==> src/rtl/alp_srcsel_seq_pkg.sv <==
// Shared constants for the ALP source-select sequencer: mux-code boundaries,
// one-hot bit positions and the sequencer state type.
package alp_pkg;

  // Upper bounds of the contiguous A-mux decode ranges
  localparam logic [3:0] MUX_M_MAX   = 4'h4;
  localparam logic [3:0] MUX_EXT_MAX = 4'h7;
  localparam logic [3:0] MUX_D_MAX   = 4'hC;
  localparam logic [3:0] MUX_NONE    = 4'hD;

  localparam int AM_R = 3;
  localparam int AM_M = 2;
  localparam int AM_D = 1;
  localparam int AM_P = 0;

  localparam int BM_R = 2;
  localparam int BM_Q = 1;
  localparam int BM_S = 0;

  typedef enum logic {
    IDLE    = 1'b0,
    PADWAIT = 1'b1
  } alp_srcsel_st_t;

  // A timed-out pad fetch falls back to MBUS for that slice
  function automatic logic [3:0] pad_to_mbus(input logic [3:0] sel);
    logic [3:0] res;
    res = sel;
    if (sel[AM_P]) begin
      res       = '0;
      res[AM_M] = 1'b1;
    end
    return res;
  endfunction

endpackage

==> src/rtl/alp_srcsel_seq_if.sv <==
// Micro-op in / select-and-handshake out bundle between the micro-op register,
// the source-select sequencer and the ALP slices.
interface alp_srcsel_seq_if #(
  parameter int NSLICE = 4
);
  logic                  uop_valid_h;
  logic [3:0]            mux_h;
  logic [NSLICE-1:0]     ext_ena_h;
  logic                  pad_ack_h;
  logic [4*NSLICE-1:0]   amux_onehot_h;
  logic [2:0]            bmux_onehot_h;
  logic                  sel_valid_h;
  logic                  pad_req_h;
  logic                  stall_h;
  logic                  pad_err_h;

  modport master (
    output uop_valid_h, mux_h, ext_ena_h, pad_ack_h,
    input  amux_onehot_h, bmux_onehot_h, sel_valid_h, pad_req_h, stall_h, pad_err_h
  );

  modport slave (
    input  uop_valid_h, mux_h, ext_ena_h, pad_ack_h,
    output amux_onehot_h, bmux_onehot_h, sel_valid_h, pad_req_h, stall_h, pad_err_h
  );
endinterface

==> src/rtl/alp_srcsel_seq_srcdec.sv <==
// Combinational single-slice decoder: micro-op mux code plus the slice's
// extended-MBUS enable to one-hot A-mux and B-mux selects.
module alp_srcdec
  import alp_pkg::*;
(
  input  logic [3:0] mux_i,
  input  logic       ext_ena_i,
  output logic [3:0] amux_o,
  output logic [2:0] bmux_o
);

  always_comb begin
    amux_o = '0;
    if (mux_i <= MUX_M_MAX) begin
      amux_o[AM_M] = 1'b1;
    end else if (mux_i <= MUX_EXT_MAX) begin
      if (ext_ena_i) amux_o[AM_P] = 1'b1;
      else           amux_o[AM_M] = 1'b1;
    end else if (mux_i <= MUX_D_MAX) begin
      amux_o[AM_D] = 1'b1;
    end else if (mux_i != MUX_NONE) begin
      amux_o[AM_R] = 1'b1;
    end
  end

  always_comb begin
    bmux_o = '0;
    case (mux_i)
      4'h0, 4'h1, 4'h5, 4'h8, 4'h9: bmux_o[BM_R] = 1'b1;
      4'h4, 4'h7, 4'hC, 4'hD, 4'hF: bmux_o[BM_S] = 1'b1;
      default:                      bmux_o[BM_Q] = 1'b1;
    endcase
  end

endmodule

==> src/rtl/alp_srcsel_seq.sv <==
// Registered source-select sequencer: decodes micro-op mux codes for all slices
// and runs the pad request/ack handshake with timeout fallback to MBUS.
module alp_srcsel_seq
  import alp_pkg::*;
#(
  parameter int NSLICE  = 4,
  parameter int PAD_TMO = 15,
  parameter int TMO_W   = 4
) (
  input  logic            clk_h,
  input  logic            reset_h,
  alp_srcsel_seq_if.slave bus
);

  localparam logic [TMO_W-1:0] TMO_LAST = TMO_W'(PAD_TMO - 1);

  logic [4*NSLICE-1:0] amux_dec;
  logic [2:0]          bmux_sl [NSLICE];
  logic [2:0]          bmux_dec;
  logic                any_pad;

  alp_srcsel_st_t      state_q, state_d;
  logic [TMO_W-1:0]    cnt_q, cnt_d;
  logic [4*NSLICE-1:0] amux_q, amux_d;
  logic [2:0]          bmux_q, bmux_d;
  logic                sel_valid_q, sel_valid_d;
  logic                pad_req_q, pad_req_d;
  logic                pad_err_q, pad_err_d;

  for (genvar s = 0; s < NSLICE; s++) begin : g_slice
    alp_srcdec u_dec (
      .mux_i     (bus.mux_h),
      .ext_ena_i (bus.ext_ena_h[s]),
      .amux_o    (amux_dec[4*s +: 4]),
      .bmux_o    (bmux_sl[s])
    );
  end

  // Every slice sees the same code, so all B decodes agree; OR-ing them equals slice 0's.
  always_comb begin
    bmux_dec = bmux_sl[0];
    any_pad  = 1'b0;
    for (int s = 0; s < NSLICE; s++) begin
      bmux_dec = bmux_dec | bmux_sl[s];
      any_pad  = any_pad | amux_dec[4*s + AM_P];
    end
  end

  always_comb begin
    state_d     = state_q;
    cnt_d       = cnt_q;
    amux_d      = amux_q;
    bmux_d      = bmux_q;
    sel_valid_d = sel_valid_q;
    pad_req_d   = pad_req_q;
    pad_err_d   = 1'b0;
    case (state_q)
      IDLE: begin
        if (bus.uop_valid_h) begin
          amux_d = amux_dec;
          bmux_d = bmux_dec;
          if (any_pad) begin
            pad_req_d   = 1'b1;
            sel_valid_d = 1'b0;
            cnt_d       = '0;
            state_d     = PADWAIT;
          end else begin
            pad_req_d   = 1'b0;
            sel_valid_d = 1'b1;
          end
        end else begin
          amux_d      = '0;
          bmux_d      = '0;
          sel_valid_d = 1'b0;
          pad_req_d   = 1'b0;
        end
      end
      PADWAIT: begin
        cnt_d = cnt_q + 1'b1;
        if (bus.pad_ack_h) begin
          pad_req_d   = 1'b0;
          sel_valid_d = 1'b1;
          state_d     = IDLE;
        end else if (cnt_q == TMO_LAST) begin
          for (int s = 0; s < NSLICE; s++) begin
            amux_d[4*s +: 4] = pad_to_mbus(amux_q[4*s +: 4]);
          end
          pad_err_d   = 1'b1;
          pad_req_d   = 1'b0;
          sel_valid_d = 1'b1;
          state_d     = IDLE;
        end
      end
      default: state_d = IDLE;
    endcase
  end

  always_ff @(posedge clk_h) begin
    if (reset_h) begin
      state_q     <= IDLE;
      cnt_q       <= '0;
      amux_q      <= '0;
      bmux_q      <= '0;
      sel_valid_q <= 1'b0;
      pad_req_q   <= 1'b0;
      pad_err_q   <= 1'b0;
    end else begin
      state_q     <= state_d;
      cnt_q       <= cnt_d;
      amux_q      <= amux_d;
      bmux_q      <= bmux_d;
      sel_valid_q <= sel_valid_d;
      pad_req_q   <= pad_req_d;
      pad_err_q   <= pad_err_d;
    end
  end

  assign bus.amux_onehot_h = amux_q;
  assign bus.bmux_onehot_h = bmux_q;
  assign bus.sel_valid_h   = sel_valid_q;
  assign bus.pad_req_h     = pad_req_q;
  assign bus.stall_h       = (state_q == PADWAIT);
  assign bus.pad_err_h     = pad_err_q;

endmodule

==> src/flat_wrapper.sv <==
// flat-port wrapper written by rule: the top's interface ports become plain ports
module alp_srcsel_seq_flat import alp_pkg::*;
#(
  parameter int NSLICE  = 4,
  parameter int PAD_TMO = 15,
  parameter int TMO_W   = 4
)
  (clk_h, reset_h, bus_uop_valid_h, bus_mux_h, bus_ext_ena_h, bus_pad_ack_h, bus_amux_onehot_h, bus_bmux_onehot_h, bus_sel_valid_h, bus_pad_req_h, bus_stall_h, bus_pad_err_h);
  alp_srcsel_seq_if #(.NSLICE(NSLICE)) bus_i ();
  input  logic clk_h;
  input  logic reset_h;
  input wire logic [$bits(bus_i.uop_valid_h)-1:0] bus_uop_valid_h;
  input wire logic [$bits(bus_i.mux_h)-1:0] bus_mux_h;
  input wire logic [$bits(bus_i.ext_ena_h)-1:0] bus_ext_ena_h;
  input wire logic [$bits(bus_i.pad_ack_h)-1:0] bus_pad_ack_h;
  output wire logic [$bits(bus_i.amux_onehot_h)-1:0] bus_amux_onehot_h;
  output wire logic [$bits(bus_i.bmux_onehot_h)-1:0] bus_bmux_onehot_h;
  output wire logic [$bits(bus_i.sel_valid_h)-1:0] bus_sel_valid_h;
  output wire logic [$bits(bus_i.pad_req_h)-1:0] bus_pad_req_h;
  output wire logic [$bits(bus_i.stall_h)-1:0] bus_stall_h;
  output wire logic [$bits(bus_i.pad_err_h)-1:0] bus_pad_err_h;
  assign bus_i.uop_valid_h = bus_uop_valid_h;
  assign bus_i.mux_h = bus_mux_h;
  assign bus_i.ext_ena_h = bus_ext_ena_h;
  assign bus_i.pad_ack_h = bus_pad_ack_h;
  assign bus_amux_onehot_h = bus_i.amux_onehot_h;
  assign bus_bmux_onehot_h = bus_i.bmux_onehot_h;
  assign bus_sel_valid_h = bus_i.sel_valid_h;
  assign bus_pad_req_h = bus_i.pad_req_h;
  assign bus_stall_h = bus_i.stall_h;
  assign bus_pad_err_h = bus_i.pad_err_h;
  alp_srcsel_seq #(.NSLICE(NSLICE), .PAD_TMO(PAD_TMO), .TMO_W(TMO_W)) u_core (.clk_h(clk_h), .reset_h(reset_h), .bus(bus_i));
endmodule
==> config.mk <==
export PLATFORM = sky130hd
export DESIGN_NAME = alp_srcsel_seq_flat
export DESIGN_NICKNAME = d
export VERILOG_FILES = /design/src/rtl/alp_srcsel_seq_pkg.sv /design/src/rtl/alp_srcsel_seq_if.sv /design/src/rtl/alp_srcsel_seq_srcdec.sv /design/src/rtl/alp_srcsel_seq.sv /design/src/flat_wrapper.sv
export SDC_FILE = /design/constraint.sdc
export NUM_CORES = 1
export LEC_CHECK = 0
export ABC_AREA = 1
export ABC_CLOCK_PERIOD_IN_PS = 2900
export CAP_MARGIN = 20
export CORE_MARGIN = 8
export CORE_UTILIZATION = 40
export DETAILED_ROUTE_END_ITERATION = 10
export PLACE_DENSITY = 0.69
export SLEW_MARGIN = 20
export SYNTH_ARGS = -nofsm -noshare
export SYNTH_HDL_FRONTEND = slang
export SYNTH_SLANG_ARGS = --single-unit
==> constraint.sdc <==
create_clock -name clk_h -period 2.9 [get_ports clk_h]
set_input_delay 0.58 -clock clk_h [delete_from_list [all_inputs] [get_ports clk_h]]
set_output_delay 0.58 -clock clk_h [all_outputs]
set_load 0.02 [all_outputs]
==> results.md, run 1 <==
- Setup bufs post-CTS: 0
- Pint: 492.9 uW
- Clk slew on worst S/H paths: 0.15 ns
- DRT Pass-1 Iters: 4
- Final Non-Filler Cells: 222
- Top delay family on crit path: buffers and inverters
- Count leader, synth: nand2_1
- DRT iter0 DRCs: 45
- FFs w/ async S/R, synth: 0%
- Max_cap viols: 0
- Vias: 1111
- Final setup viols: 0
- Place WS: 0.8978 ns
- Area grow syn2layout: 32.26%
- Outcome: finished, final reports clean
- Antenna diodes: 0
- Hold Buf Count CTS: 0
- Peak supply drop: 0.2605 mV
- CTS tree: done
- Distinct cells, synth: 23
- Sw Share: 28.62%
- Fin crit period: 2.319 ns
- Worst path max stage delay: 0.72 ns
- Top cell type by total area after synthesis: dfxtp_1
- Clock Sinks: 27
- Synth area leaders: dfxtp_1, nand2_1, a21oi_1
- Static Leakage: 0.6116 nW
- Final Skew: 0.002321 ns
- Resized cells post-CTS: 0
- Yosys reg bits: 27
- Die W: 70.83 um
- Post-Synthesis Cells: 155
- Power, Total: 690.6 uW
- Antenna violations before repair: 0
- Final instance area: 0.001590 mm2
- Crit path required time: 2.32 ns
- Grt met1 use: 12.98%
- Yosys Warn Count: 0
- Routed WL: 2.807 mm
- Synth Net Count: 169
- Fin crit share: 79.96%
- Die Area: 0.005016 mm2
- Clock share of power: 23.9%
- Mapped Area: 0.001202 mm2
- Top Usage Layer GRT: met2
- Post-DR wirelength/cell: 12.64 um
- Relative slew slack: 62.84%
- Post-detail-place hpwl: 2.240 mm
- WP data arrival: 1.74 ns
- NetSw: 197.7 uW
- Combinational share of power: 18.8%
- CTS H-tree depth: 1
- Synth Flop Type: dfxtp_1
- Placed cell areas: 0.001560 mm2
- CTS buffer count: 3
- Max Slew Vio Count: 0
- Worst-Skew Late Latency: 0.32 ns
- Final hold slack: 0.4541 ns
- Power per cell area: 434.3 mW/mm2
- Register share of total power: 57.3%
- Slowest CP cell: clkdlybuf4s50_1
- CTS Buffer Depth: 2
- Via density per instance: 5.005
- Final GP Congestion: 0.8973
- Remaining DRCs: 0
- Critical path startpoint category: flip-flop
- Worst path buffer plus inverter count: 1
- Root Driver: clkbuf_4
- Die Ht: 70.83 um
- Multi-input gate area: 581.8 um2
- Row count: 20
- Slew @ Worst Pin: 0.5567 ns
- I/O Pins: 35
- Post-synth top area share: 44.95%
- Post-DRT Antenna Nets: 0
- I/O Buffers: 34
- Final Util: 53.86%
- Global-route wire length before repair: 4.809 mm
- Post-layout worst setup margin: 0.5811 ns
- GRT met3 Usage: 3.531%
- Hold violation count in the final report: 0
- Post-synth EDFFs: 0
- Layout cell share with drive strength beyond 1: 9.524%
- Filler instances: 301
- Setup TNS after final layout: 0 ns
- Max FO, Critical Path: 12
- RSZ-0062 raised after global routing: no
- HP Class: reg2reg
- CP Class: reg2out
- CP endpoint kind: output pin
- CP Cell Sequence: clkdlybuf4s50_1
- Max Fclk: 431.2 MHz
- Gr usage total: 11.51%
- Grt total ovfl: 0
- Post-synthesis average cell area: 7.757 um2
- GR Util met2: 19.98%
- Vias in the first global route: 1070
- Sequential element share of the synthesized area: 44.95%
- Starting density of the core: 40.72%
- # nets final: 204
- Sequential Area: 540.5 um2
- Core Box Area: 0.002953 mm2
- List of most frequent post-synthesis cells: nand2_1, dfxtp_1, a21oi_1, nor2_1, inv_1
- Largest net degree at the start of global routing: 17
- Dpl cells: 218
-- tightest hold or removal path, cell delays in order (launching register included) --
cell and delay, ns:
dfxtp_1 0.34, inv_1 0.04, a21oi_1 0.05
-- registers in the layout (all words and copies together), names as in the netlist --
register,count
u_core.bus.pad_req_h,1
u_core.bus.stall_h,1
u_core.bus.sel_valid_h,1
u_core.bus.bmux_onehot_h,3
u_core.bus.pad_err_h,1
u_core.cnt_q,4
u_core.bus.amux_onehot_h,16
-- power groups by stage --
stage	Combinational (mW)	Sequential, mW	Clock, mW
floorplan	0.0647	0.415	0
global placement	0.129	0.404	0
detailed placement	0.130	0.404	0
CTS	0.131	0.396	0.172
global route	0.142	0.399	0.185
finish	0.130	0.396	0.165
-- cells in the final DEF, fill, tap and decap left out --
cell type         n
ha_1              2
clkbuf_4          3
nand2_4           1
nor2_2            1
nand3_1           6
o21ai_2           1
a21oi_2           4
clkdlybuf4s50_1  34
nor4_4            1
nand4_1           4
nor2_1           15
buf_4             1
dfxtp_1          27
inv_1            13
o211ai_4          1
a21oi_1          23
nor2_8            1
nor4_1            1
a32oi_1           1
o21ai_0           3
nand2_2           3
clkinvlp_4        1
nand2_1          42
-- cells by family after synthesis --
logic type / after synthesis / synth area share [%]
simple gates: 75 / 29.34
compound gates: 33 / 16.96
flops: 27 / 44.95
buf+inv: 18 / 6.660
fa+ha+maj: 2 / 2.081
-- per-layer routing --
metal	routed length, um	part of all wire, %
met1	1218	43
met2	1403	50
met3	169	6.0
met4	15	0.53
met5	0	0
-- cell type report --
class | count | area share [%]
inverters | 13 | 3.068
clock buffers | 3 | 1.416
well taps | 33 | 2.596
clock inverters | 1 | 0.4721
flip-flops and latches | 27 | 33.99
multi-input cells | 110 | 36.59
repair buffers | 35 | 21.87
-- final timing paths --
kind	startpoint	slack, ns	end	cells after the start
max	u_core.bus.stall_h$_SDFF_PP0_	0.58	bus_stall_h	1
min reg2reg	u_core.bus.amux_onehot_h[14]$_SDFFE_PP0P_	0.45	u_core.bus.amux_onehot_h[14]$_SDFFE_PP0P_	2
max reg2reg	u_core.bus.stall_h$_SDFF_PP0_	1.19	u_core.bus.sel_valid_h$_SDFFE_PP0P_	5
min	u_core.bus.amux_onehot_h[14]$_SDFFE_PP0P_	0.45	u_core.bus.amux_onehot_h[14]$_SDFFE_PP0P_	2
Note: power is estimated with default switching activity, not from simulation.
==> inputs of run 2 (changes only) <==
- ABC_CLOCK_PERIOD_IN_PS: 2900 -> 2400
- clock period: 2.9 -> 2.4 ns (I/O delays scaled with it)
==> results.md, run 2 (same netlist as run 1, synthesis figures left out) <==
- Core Box Area: 0.002953 mm2 (unchanged)
- Worst setup path end: bus_stall_h (unchanged)
- Die Ht: 70.83 um (unchanged)
- Dpl cells: 218 (unchanged)
- Remaining DRCs: 0 (unchanged)
- CTS buffer count: 3 (unchanged)
- Gr usage total: 11.39% (was 11.51%)
- Vias: 1106 (was 1111)
- Die W: 70.83 um (unchanged)
- Critical path startpoint category: flip-flop (unchanged)
- Setup bufs post-CTS: 0 (unchanged)
- Via density per instance: 4.982 (was 5.005)
- Fin crit period: 2.246 ns
- CP endpoint kind: output pin (unchanged)
- Area grow syn2layout: 32.26% (unchanged)
- I/O Pins: 35 (unchanged)
- Outcome: finished, final reports clean (unchanged)
- Final setup viols: 0 (unchanged)
- Crit path required time: 1.92 ns (was 2.32 ns)
- Grt total ovfl: 0 (unchanged)
- Antenna violations before repair: 0 (unchanged)
- Global-route wire length before repair: 4.823 mm (was 4.809 mm)
- Worst path buffer plus inverter count: 1 (unchanged)
- FF-to-FF Start: u_core.bus.stall_h$_SDFF_PP0_ (unchanged)
- Commonest cells after routing, fill and taps aside: nand2_1, clkdlybuf4s50_1, dfxtp_1 (unchanged)
- R2R depth: 5 (unchanged)
- Top delay family on crit path: flip-flops (was buffers and inverters)
- FF-to-FF setup slack: 0.65 ns (was 1.19 ns)
- Crit path from: u_core.bus.stall_h$_SDFF_PP0_ (unchanged)
- Starting density of the core: 40.72% (unchanged)
- Power per cell area: 525.8 mW/mm2 (was 434.3 mW/mm2)
- Final GP Congestion: 0.9001 (was 0.8973)
- Max Slew Vio Count: 0 (unchanged)
- Post-DRT Antenna Nets: 0 (unchanged)
- DRT Pass-1 Iters: 4 (unchanged)
- Max_cap viols: 0 (unchanged)
- Vias in the first global route: 1107 (was 1070)
- Largest net degree at the start of global routing: 21 (was 17)
- Largest register FFs: 16 (unchanged)
- Relative slew slack: 60.71% (was 62.84%)
- CTS H-tree depth: 1 (unchanged)
- WP data arrival: 1.77 ns (was 1.74 ns)
- Clk slew on worst S/H paths: 0.15 ns (about the same)
- Setup TNS after final layout: 0 ns (unchanged)
- Hold Buf Count CTS: 0 (unchanged)
- Fin crit share: 93.59%
- DRT iter0 DRCs: 91 (was 45)
- # nets final: 204 (unchanged)
- Max Fclk: 445.2 MHz
- RSZ-0062 raised after global routing: no (unchanged)
- Row count: 20 (unchanged)
- Max FO, Critical Path: 12 (unchanged)
- Routed WL: 2.796 mm (was 2.807 mm)
- Slowest CP cell: dfxtp_1 (was clkdlybuf4s50_1)
- Post-detail-place hpwl: 2.201 mm (was 2.240 mm)
- Clock Sinks: 27 (unchanged)
- Antenna diodes: 0 (unchanged)
- Worst path max stage delay: 0.73 ns (was 0.72 ns)
- CTS tree: done (unchanged)
- CP Cell Sequence: clkdlybuf4s50_1 (unchanged)
- Hold violation count in the final report: 0 (unchanged)
- CP Class: reg2out (unchanged)
- Commonest non-fill, non-tap cell in the layout: nand2_1 (unchanged)
- Die Area: 0.005016 mm2 (unchanged)
- Final Skew: 0.002069 ns (was 0.002321 ns)
- Final Non-Filler Cells: 222 (unchanged)
- Capturing point of the worst reg2reg path: u_core.bus.sel_valid_h$_SDFFE_PP0P_ (unchanged)
- Worst-Skew Late Latency: 0.32 ns (about the same)
- Layout cell share with drive strength beyond 1: 9.524% (unchanged)
- Levels on crit path: 1 (unchanged)
- Post-DR wirelength/cell: 12.59 um (was 12.64 um)
- CTS Buffer Depth: 2 (unchanged)
- Peak supply drop: 0.2662 mV (was 0.2605 mV)
- Resized cells post-CTS: 0 (unchanged)
- HP Class: reg2reg (unchanged)
- Root Driver: clkbuf_4 (unchanged)
- Slew @ Worst Pin: 0.5885 ns (was 0.5567 ns)
- Static Leakage: 0.6116 nW (unchanged)
- I/O Buffers: 34 (unchanged)
run 2: cell counts in the layout (fill, tap and decap cells not counted):
No cell type changed its count.
run 2: area by class of cell:
| cell class | instances | area, um2 |
|---|---|---|
| flip-flops and latches | 27 | 540.5 |
| repair buffers | 35 | 347.8 |
| multi-input cells | 110 | 581.8 |
| well taps | 33 | 41.29 |
| clock buffers | 3 | 22.52 |
| fillers | 292 | 1363 |
| inverters | 13 | 48.80 |
| clock inverters | 1 | 7.507 |
run 2: routing by layer:
| metal | part of all wire [%] | GRT usage, % | routed length [um] | vias up |
|---|---|---|---|---|
| li1 | - | - | - | 576 |
| met2 | 48 | 19.05 | 1333 | 26 |
| met5 | 0 | 0 | 0 | - |
| met4 | 2.0 | 5.312 | 55 | 0 |
| met3 | 5.2 | 2.966 | 146 | 6 |
| met1 | 45 | 13.20 | 1260 | 498 |
run 2: worst min-delay path by stage:
stage,endpoint,cells after the start,startpoint,slack [ns]
2_1_floorplan,u_core.cnt_q[2]$_SDFFE_PP0P_,2,u_core.cnt_q[2]$_SDFFE_PP0P_,0.47
3_3_place_gp,u_core.bus.amux_onehot_h[2]$_SDFFE_PP0P_,2,u_core.bus.amux_onehot_h[2]$_SDFFE_PP0P_,0.43
3_5_place_dp,u_core.bus.amux_onehot_h[2]$_SDFFE_PP0P_,2,u_core.bus.amux_onehot_h[2]$_SDFFE_PP0P_,0.44
4_1_cts,u_core.bus.amux_onehot_h[2]$_SDFFE_PP0P_,2,u_core.bus.amux_onehot_h[2]$_SDFFE_PP0P_,0.46
5_1_grt,u_core.bus.amux_onehot_h[3]$_SDFFE_PP0P_,2,u_core.bus.amux_onehot_h[3]$_SDFFE_PP0P_,0.49
6_report,u_core.bus.amux_onehot_h[14]$_SDFFE_PP0P_,2,u_core.bus.amux_onehot_h[14]$_SDFFE_PP0P_,0.46
run 2: power by group:
group	leakage [nW]	switching [mW]	total, mW	internal [mW]
Sequential	0.220	0.0133	0.478	0.465
Clock	0.0139	0.137	0.201	0.0636
Combinational	0.378	0.0898	0.157	0.0669
Total	0.612	0.240	0.836	0.596
run 2: through the flow:
stage	utilization, %	hold WS, ns	power (mW)	cell area (um2)	setup WS [ns]
floorplan	-	0.4721	0.5801	1202	1.192
global placement	52.84	0.4334	0.6432	1560	0.5406
detailed placement	52.84	0.4434	0.6458	1560	0.5171
CTS	53.86	0.4639	0.8446	1590	0.1450
global route	53.86	0.4904	0.8796	1590	0.07828
finish	53.86	0.4623	0.8361	1590	0.1539
